`src/rtl/vga_bar_renderer.sv`:
```
// vga_bar_renderer: VGA sync generator drawing frame-latched spectrum bars with peak-hold markers
module vga_bar_renderer #(
    parameter int HPIXELS     = 640,
    parameter int HFP         = 16,
    parameter int HPULSE      = 96,
    parameter int HBP         = 48,
    parameter int VLINES      = 480,
    parameter int VFP         = 10,
    parameter int VPULSE      = 2,
    parameter int VBP         = 33,
    parameter int NUM_BARS    = 16,
    parameter int BAR_W       = 18,
    parameter int SCALE_SHIFT = 9,
    parameter int GAP         = 2,
    parameter int PEAK_HOLD   = 30,
    parameter int PEAK_DECAY  = 2
) (
    input  logic                           vgaclk,
    input  logic                           rst_n,
    input  logic [NUM_BARS-1:0][BAR_W-1:0] bars,
    input  logic [1:0]                     mode,
    output logic                           hsync,
    output logic                           vsync,
    output logic [3:0]                     red,
    output logic [3:0]                     green,
    output logic [3:0]                     blue,
    output logic                           frame_start
);
    localparam int HTOTAL = HPIXELS + HFP + HPULSE + HBP;
    localparam int VTOTAL = VLINES + VFP + VPULSE + VBP;
    localparam int HW = $clog2(HTOTAL + 1);
    localparam int VW = $clog2(VTOTAL + 1);
    localparam int PW = $clog2(VLINES + 1);
    localparam int TW = $clog2(PEAK_HOLD + 2);
    localparam int IW = $clog2(NUM_BARS);
    localparam int BW = HPIXELS / NUM_BARS;
    localparam logic [HW-1:0] H_LAST = HW'(HTOTAL - 1);
    localparam logic [HW-1:0] H_ACT = HW'(HPIXELS);
    localparam logic [HW-1:0] HS_ON = HW'(HPIXELS + HFP);
    localparam logic [HW-1:0] HS_OFF = HW'(HPIXELS + HFP + HPULSE);
    localparam logic [HW-1:0] H_BW = HW'(BW);
    localparam logic [HW-1:0] H_LIT = HW'(BW - GAP);
    localparam logic [VW-1:0] V_LAST = VW'(VTOTAL - 1);
    localparam logic [VW-1:0] V_ACT = VW'(VLINES);
    localparam logic [VW-1:0] VS_ON = VW'(VLINES + VFP);
    localparam logic [VW-1:0] VS_OFF = VW'(VLINES + VFP + VPULSE);
    localparam logic [VW-1:0] V_BAND = VW'(VLINES / 16);
    localparam logic [VW-1:0] V_15 = VW'(15);
    localparam logic [PW-1:0] P_MAX = PW'(VLINES);
    localparam logic [PW-1:0] P_DEC = PW'(PEAK_DECAY);
    localparam logic [BAR_W-1:0] S_MAX = BAR_W'(VLINES);
    localparam logic [TW-1:0] T_HOLD = TW'(PEAK_HOLD);

    logic [HW-1:0] hc_q, hc_d, col;
    logic [VW-1:0] vc_q, vc_d, bar_top, pk_row;
    logic [NUM_BARS-1:0][PW-1:0] h_q, h_d, peak_q, peak_d;
    logic [NUM_BARS-1:0][TW-1:0] hold_q, hold_d;
    logic [BAR_W-1:0] sh;
    logic [1:0] mode_q;
    logic frame_ev, active, lit_col, in_bar, in_peak, bar_on, peak_on;
    logic [IW-1:0] idx;
    logic [3:0] r_c, g_c, b_c;
    logic hsync_q, vsync_q, fs_q;
    logic [11:0] rgb_q, rgb_d;

    always_comb begin
        frame_ev = hc_q == H_LAST && vc_q == V_LAST;
        hc_d = hc_q == H_LAST ? '0 : hc_q + 1'b1;
        vc_d = hc_q != H_LAST ? vc_q : vc_q == V_LAST ? '0 : vc_q + 1'b1;
    end

    // Heights and peak updates are computed from the live inputs; they only land on the frame event.
    always_comb begin
        sh = '0;
        h_d = h_q;
        peak_d = peak_q;
        hold_d = hold_q;
        for (int i = 0; i < NUM_BARS; i++) begin
            sh = bars[i] >> SCALE_SHIFT;
            h_d[i] = sh > S_MAX ? P_MAX : PW'(sh);
            peak_d[i] = h_d[i] >= peak_q[i] ? h_d[i] :
                        hold_q[i] != '0 ? peak_q[i] :
                        peak_q[i] > P_DEC ? peak_q[i] - P_DEC : '0;
            hold_d[i] = h_d[i] >= peak_q[i] ? T_HOLD : hold_q[i] != '0 ? hold_q[i] - 1'b1 : '0;
        end
    end

    always_comb begin
        idx = IW'(hc_q / H_BW);
        col = hc_q % H_BW;
        active = hc_q < H_ACT && vc_q < V_ACT;
        lit_col = col < H_LIT;
        bar_top = V_ACT - VW'(h_q[idx]);
        pk_row = V_ACT - VW'(peak_q[idx]);
        in_bar = lit_col && h_q[idx] != '0 && vc_q >= bar_top;
        in_peak = lit_col && peak_q[idx] != '0 && vc_q == pk_row;
        peak_on = active && in_peak && mode_q inside {2'd1, 2'd2};
        bar_on = active && in_bar && !mode_q[1];
        r_c = 4'({idx, 4'b0} >> IW);
        b_c = (vc_q / V_BAND) > V_15 ? 4'hF : 4'(vc_q / V_BAND);
        g_c = 4'(({1'b0, r_c} + {1'b0, b_c}) >> 1);
        rgb_d = peak_on ? 12'hFFF : bar_on ? {r_c, g_c, b_c} : '0;
    end

    always_ff @(posedge vgaclk or negedge rst_n) begin
        if (!rst_n) begin
            hc_q <= '0;
            vc_q <= '0;
            h_q <= '0;
            peak_q <= '0;
            hold_q <= '0;
            mode_q <= '0;
            hsync_q <= 1'b1;
            vsync_q <= 1'b1;
            rgb_q <= '0;
            fs_q <= 1'b0;
        end else begin
            hc_q <= hc_d;
            vc_q <= vc_d;
            if (frame_ev) begin
                h_q <= h_d;
                peak_q <= peak_d;
                hold_q <= hold_d;
                mode_q <= mode;
            end
            hsync_q <= !(hc_q >= HS_ON && hc_q < HS_OFF);
            vsync_q <= !(vc_q >= VS_ON && vc_q < VS_OFF);
            rgb_q <= rgb_d;
            fs_q <= hc_q == '0 && vc_q == '0;
        end
    end

    assign hsync = hsync_q;
    assign vsync = vsync_q;
    assign {red, green, blue} = rgb_q;
    assign frame_start = fs_q;
endmodule

```
`config.mk`:
```
export PLATFORM = sky130hd
export DESIGN_NAME = vga_bar_renderer
export DESIGN_NICKNAME = d
export VERILOG_FILES = /design/src/rtl/vga_bar_renderer.sv
export SDC_FILE = /design/constraint.sdc
export NUM_CORES = 1
export LEC_CHECK = 0
export BUFFER_PORTS_ARGS = -buffer_cell sky130_fd_sc_hd__buf_2
export CAP_MARGIN = 40
export CORE_MARGIN = 2
export CORE_UTILIZATION = 60
export CTS_CLUSTER_SIZE = 14
export DETAILED_ROUTE_END_ITERATION = 8
export PLACE_DENSITY = 0.81
export SLEW_MARGIN = 5
export SYNTH_ARGS = -nofsm -noshare
export SYNTH_HDL_FRONTEND = slang
export SYNTH_SLANG_ARGS = --single-unit
```
`constraint.sdc`:
```
create_clock -name vgaclk -period 6.75 [get_ports vgaclk]
set_input_delay 1.0125 -clock vgaclk [delete_from_list [all_inputs] [get_ports vgaclk]]
set_output_delay 1.0125 -clock vgaclk [all_outputs]
set_load 0.05 [all_outputs]
```
* Word level (Yosys, flattened, before mapping) *
Cells that the tools add are included.

cells by class
  add/subtract/negate cells = 37
  multipliers = 0
  divide/modulo/power cells = 3
  order comparisons = 58
  equal/unequal tests = 22
  shift-type cells = 0
  multiplexer cells = 105
  bitwise logic cells = 0
  reduce and logical (&&, ||, !) cells = 53

operators by type and width
  cell                                                                   count
  9-bit two-way mux                                                      66
  5-bit two-way mux                                                      32
  9-bit >= comparator                                                    16
  9-bit by 2-bit > comparator with 1-bit output, second input constant   16
  9-bit > comparator, second input constant                              16
  9-bit by 2-bit subtractor with 9-bit output, second input constant     16
  5-bit nonzero test                                                     16
  5-bit by 1-bit subtractor with 5-bit output, second input constant     16
  9-bit binary-select mux with 4-bit select                              2
  2-bit != test, second input constant                                   16
  2-bit AND reduction                                                    16
  12-bit two-way mux                                                     2
  10-bit by 1-bit adder with 10-bit output, second input constant        2
  10-bit == test, second input constant                                  2
  10-bit logical NOT                                                     2
  10-bit < comparator, second input constant                             2
  10-bit by 9-bit < comparator with 1-bit output, second input constant  2
  10-bit two-way mux                                                     2
  9-bit by 9-bit subtractor with 10-bit output, first input constant     2
  9-bit nonzero test                                                     2
  1-bit logical AND                                                      13
  10-bit by 5-bit divider with 10-bit output, second input constant      1
  10-bit by 6-bit divider with 10-bit output, second input constant      1
  10-bit == test                                                         1
  14 further kinds                                                       16

word-level totals
  flip-flop bits (word level) = 405
  bits in latches = 0
  memory bits (writable) = 0
  memory bits (read-only) = 0
  input bits = 292
  output and inout port bits = 15
  logic and storage cells = 333
  memories = 0

* Longest topological paths before layout *
  depth in word-level cells = 10
  mapped depth = 33
  gate-level depth less buffers = 25

* Worst setup path before layout *
No wires, ideal clock.

  kind = reg-to-reg
  start = reg hc_q[8]
  end = reg rgb_q[11]
  library setup time = 0.132 ns
  arrival = 4.990 ns
  data required time = 6.618 ns
  path slack = 1.628 ns
  cell stages (with the launch flop) = 33
  path buffers = 7
  clock period less this slack = 5.122 ns
  cell sequence = dfrtp_1 -> buf_6 -> and2_4 -> and3_4 -> a221o_1 -> a211o_1 -> buf_6 -> nor2_8 -> buf_6 -> buf_2 -> buf_2 -> buf_2 -> nand2_1 -> nand3_1 -> nand2_1 -> o211ai_1 -> o21ai_0 -> ha_1 -> inv_1 -> ha_1 -> a21o_1 -> a21oi_1 -> nor2b_1 -> o21ai_0 -> nand2b_1 -> a21oi_1 -> nor2b_1 -> o21ai_0 -> a21oi_1 -> o21ai_0 -> or2_2 -> buf_4 -> o21ai_1

on the way
  word-level cells in the longest chain between the ends = 10
  elaborated cells on any way between the ends = 25
  those cells by class = add/sub: 2; div: 2; order compare: 3; eq/ne: 1; mux: 6; reduce/logical: 11

RTL lines
  what                                                                                line    source
  start, declared                                                                     54      logic [HW-1:0] hc_q, hc_d, col;
  start signal, assigned                                                              107     hc_q <= '0;
  start signal, assigned                                                              118     hc_q <= hc_d;
  10-bit by 6-bit divider with 10-bit output                                          89      idx = IW'(hc_q / H_BW);
  9-bit binary-select mux with 4-bit select                                           93, 95
  9-bit two-way mux (not written as such)                                             93, 95
  9-bit by 9-bit subtractor with 10-bit output or 9-bit nonzero test (tied branches)  93, 95
  10-bit >= comparator or 1-bit logical AND (tied branches)                           95      in_bar = lit_col && h_q[idx] != '0 && vc_q >= bar_top;
  1-bit logical AND                                                                   95
  1-bit logical AND (2 in a row)                                                      98      bar_on = active && in_bar && !mode_q[1];
  12-bit two-way mux                                                                  102     rgb_d = peak_on ? 12'hFFF : bar_on ? {r_c, g_c, b_c} : '0;
  12-bit two-way mux (*)                                                              102
  net rgb_d[11]                                                                       64      logic [11:0] rgb_q, rgb_d;
  end signal, assigned                                                                128     rgb_q <= rgb_d;
  end, declared                                                                       64

Mark *: on every way through the listed nets, which the timed path passes. The rest lies on a longest branch. The select of a mux whose other input is x is not followed.
A chain may end at the register's enable or synchronous reset.

* Worst setup path in the final report *
  start = reg hc_q[7]
  end = reg rgb_q[0]

Same word-level chain as after synthesis.

==> flow_summary.json <==
{
  "violations": "design-rule violations",
  "period_share": 0.934,
  "cap_violations": 0,
  "layout_common_cells": "nand2_1 (549), o21ai_0 (446), dfrtp_1 (403), inv_1 (279), ha_1 (196)",
  "numCtsBuffers": 46,
  "dpl.hpwl_mm": 61.6,
  "num_vias": 26900,
  "drc": 7,
  "finalCriticalPeriod_ns": 6.30,
  "ys_warn_count": 0,
  "yosysTopAreaCellShare": 0.355,
  "antenna_left": 0,
  "slew_violations": 0,
  "seq_area_frac_synth": 0.357,
  "grt_pass1_wl_mm": 137,
  "clock_latency_ns": 0.60,
  "htree_levels": 2,
  "top_usage_layer": "met2",
  "p_leak_uw": 0.0145,
  "areaGrowthSynthToFinish_pct": 9.74,
  "synth_area_mm2": 0.0284,
  "timing.fmax_mhz": 159,
  "synth-seq-cells": 405,
  "critPathCaptureType": "register",
  "wire_per_inst_um": 20.4,
  "cts_max_path_buffers": 3,
  "postSynthAreaPerCell_um2": 8.08,
  "ys_async_sr_fraction": 1.00,
  "grt_util_met3": 0.0604,
  "dpl.cell_count": 4118,
  "overflow": 0,
  "cts.sinks": 405,
  "place.gp.congestion": 0.992,
  "status": "finished, violations left",
  "rsz0062_at_grt": "no",
  "dr.pass1.iters": 9,
  "die_y_um": 221,
  "synth_top_cells_by_area": "dfrtp_1 (36%), ha_1 (8.6%), o21ai_0 (7.9%), nand2_1 (7.3%), inv_1 (3.7%)",
  "grt_start_max_net_pins": 171,
  "portBuffers": 162,
  "synth_nets": 4000,
  "clockRootBuffer": "clkbuf_16",
  "gr-usage-all-layers": 0.348,
  "final_cells": 4204,
  "worstPathArrival_ns": 6.73,
  "drive_gt1_frac": 0.107,
  "drtIter0Drc": 3308,
  "cts_resized": 0,
  "fin_tns_setup_ns": 0,
  "initial_core_util": 0.608,
  "ioPinCount": 307,
  "viasPerCell": 6.40,
  "p_per_area_mw_per_mm2": 175,
  "use_met1": 0.483,
  "synth_area_leader_cell": "dfrtp_1",
  "crit_path_max_fanout": 26,
  "use_met2": 0.530,
  "required_ns": 7.18,
  "cts_tree": "done",
  "fin_skew_ns": 0.0245,
  "maxSlewHeadroom": 0.380,
  "grt_pass1_vias": 25200,
  "cts-hold-fix-buffers": 0,
  "synth_edf_count": 0,
  "cts_setup_buffers": 0,
  "holdWs_ns": 0.465,
  "crit_type": "register to register",
  "ir_drop_uv": 176,
  "clk_pin_slew_ns": 0.06,
  "final_nets": 4049,
  "dieArea_mm2": 0.0491,
  "synthCells": 3511,
  "worst_pin_slew_ns": 0.930,
  "setup_viol": 0,
  "final_hold_viol_count": 0,
  "routed_wl_mm": 85.6,
  "mostFrequentLayoutCell": "nand2_1",
  "hold_path.class": "input pin to async pin",
  "core_area_mm2": 0.0467,
  "fp.dieW_um": 221,
  "num_rows": 79,
  "post-route-util": 0.668,
  "cp-start-kind": "register",
  "synth_cell_types": 103,
  "synth_ff_type": "dfrtp_1",
  "antenna_found_initial": 6
}
per-stage QoR:
stage | total power, uW | area (um^2) | setup slack (ns)
3_5_place_dp | 2860 | 29600 | 0.625
2_1_floorplan | 2680 | 28400 | 1.63
6_report | 5450 | 31100 | 0.446
3_3_place_gp | 2850 | 29500 | 0.722
5_1_grt | 5620 | 31100 | 0.0805
4_1_cts | 5470 | 31100 | 0.608
worst max-delay path, cell delays in order (launching register included):
cell and delay (ns):
dfrtp_1 0.63, nor2b_1 0.62, nand2_1 0.11, a221oi_1 0.64, a211oi_4 0.10, nand2_4 0.44
buf_12 0.23, nand2_1 0.07, nand3_1 0.08, nand3_1 0.23, o211ai_1 0.18, o21ai_0 0.18
ha_1 0.35, inv_1 0.05, ha_1 0.27, a21o_1 0.16, a21oi_1 0.15, nor2b_1 0.06
o21ai_0 0.15, nand2b_1 0.07, a21oi_1 0.14, nor2b_1 0.05, o21ai_0 0.17, a21oi_1 0.08
o21ai_0 0.40, or2_2 0.39, o21ai_1 0.13
cells in the mapped netlist, drive strengths merged, types with 11 or more instances:
cell,n
a211oi,23
a41oi,11
nand2,551
nor2,138
mux2i,58
a31oi,44
o211ai,14
inv,282
o21a,20
a21o,115
o32ai,17
or3,15
clkbuf,164
a22o,61
nor3,85
o221ai,18
nor4,26
nor2b,40
o22ai,33
or3b,11
a21oi,142
nand2b,65
and3,21
dfrtp,403
and2,18
buf,68
o21ai,476
or2,18
nand4,47
a22oi,33
xnor2,29
o41ai,15
nand3,100
ha,196
metal layers:
| layer | part of all wire | routed length (um) |
|---|---|---|
| met1 | 0.42 | 35600 |
| met2 | 0.44 | 37400 |
| met3 | 0.099 | 8500 |
| met4 | 0.048 | 4090 |
| met5 | 0.00013 | 11 |
power breakdown:
| part | total [uW] | switching [uW] | internal [uW] |
|---|---|---|---|
| clock | 2630 | 1070 | 1560 |
| sequential | 2430 | 1.23 | 2430 |
| combinational | 394 | 245 | 149 |
| total | 5450 | 1320 | 4130 |
logic make-up after synthesis:
group | share of synthesized area
AND/OR/NAND/NOR | 0.195
AO/OA/AOI/OAI | 0.250
buffers and inverters | 0.0742
flip-flops | 0.357
adder cells (fa/ha/maj) | 0.0878
multiplexers | 0.0240
XOR/XNOR | 0.0120
area by class of cell:
| cell class | count | area [um^2] |
|---|---|---|
| fill | 3956 | 15500 |
| tap | 607 | 759 |
| multi-input combinational | 2591 | 16200 |
| inverter | 283 | 1060 |
| antenna | 3 | 7.51 |
| clock inverter | 20 | 289 |
| sequential | 405 | 10100 |
| timing repair buffer | 233 | 1440 |
| clock buffer | 62 | 1270 |
final timing paths:
kind	depth (start not counted)	startpoint	endpoint	slack (ns)
setup / recovery	26	hc_q[7]	rgb_q[0]	0.45
hold / removal	1	rst_n	peak_q[48]	0.46
setup reg to reg	26	hc_q[7]	rgb_q[0]	0.45
hold reg to reg	2	h_q[24]	h_q[24]	0.48
max in group asynchronous	2	rst_n	peak_q[14]	4.88
min in group vgaclk	2	h_q[24]	h_q[24]	0.48
sequential cells by signal (all words and copies together) (netlist names):
| name | count |
|---|---|
| frame_start | 1 |
| hc_q | 10 |
| h_q | 144 |
| hold_q | 80 |
| vc_q | 10 |
| hsync | 1 |
| rgb_q | 12 |
| vsync | 1 |
| mode_q | 2 |
| peak_q | 144 |
No activity file was read; power rests on OpenSTA's default activity.
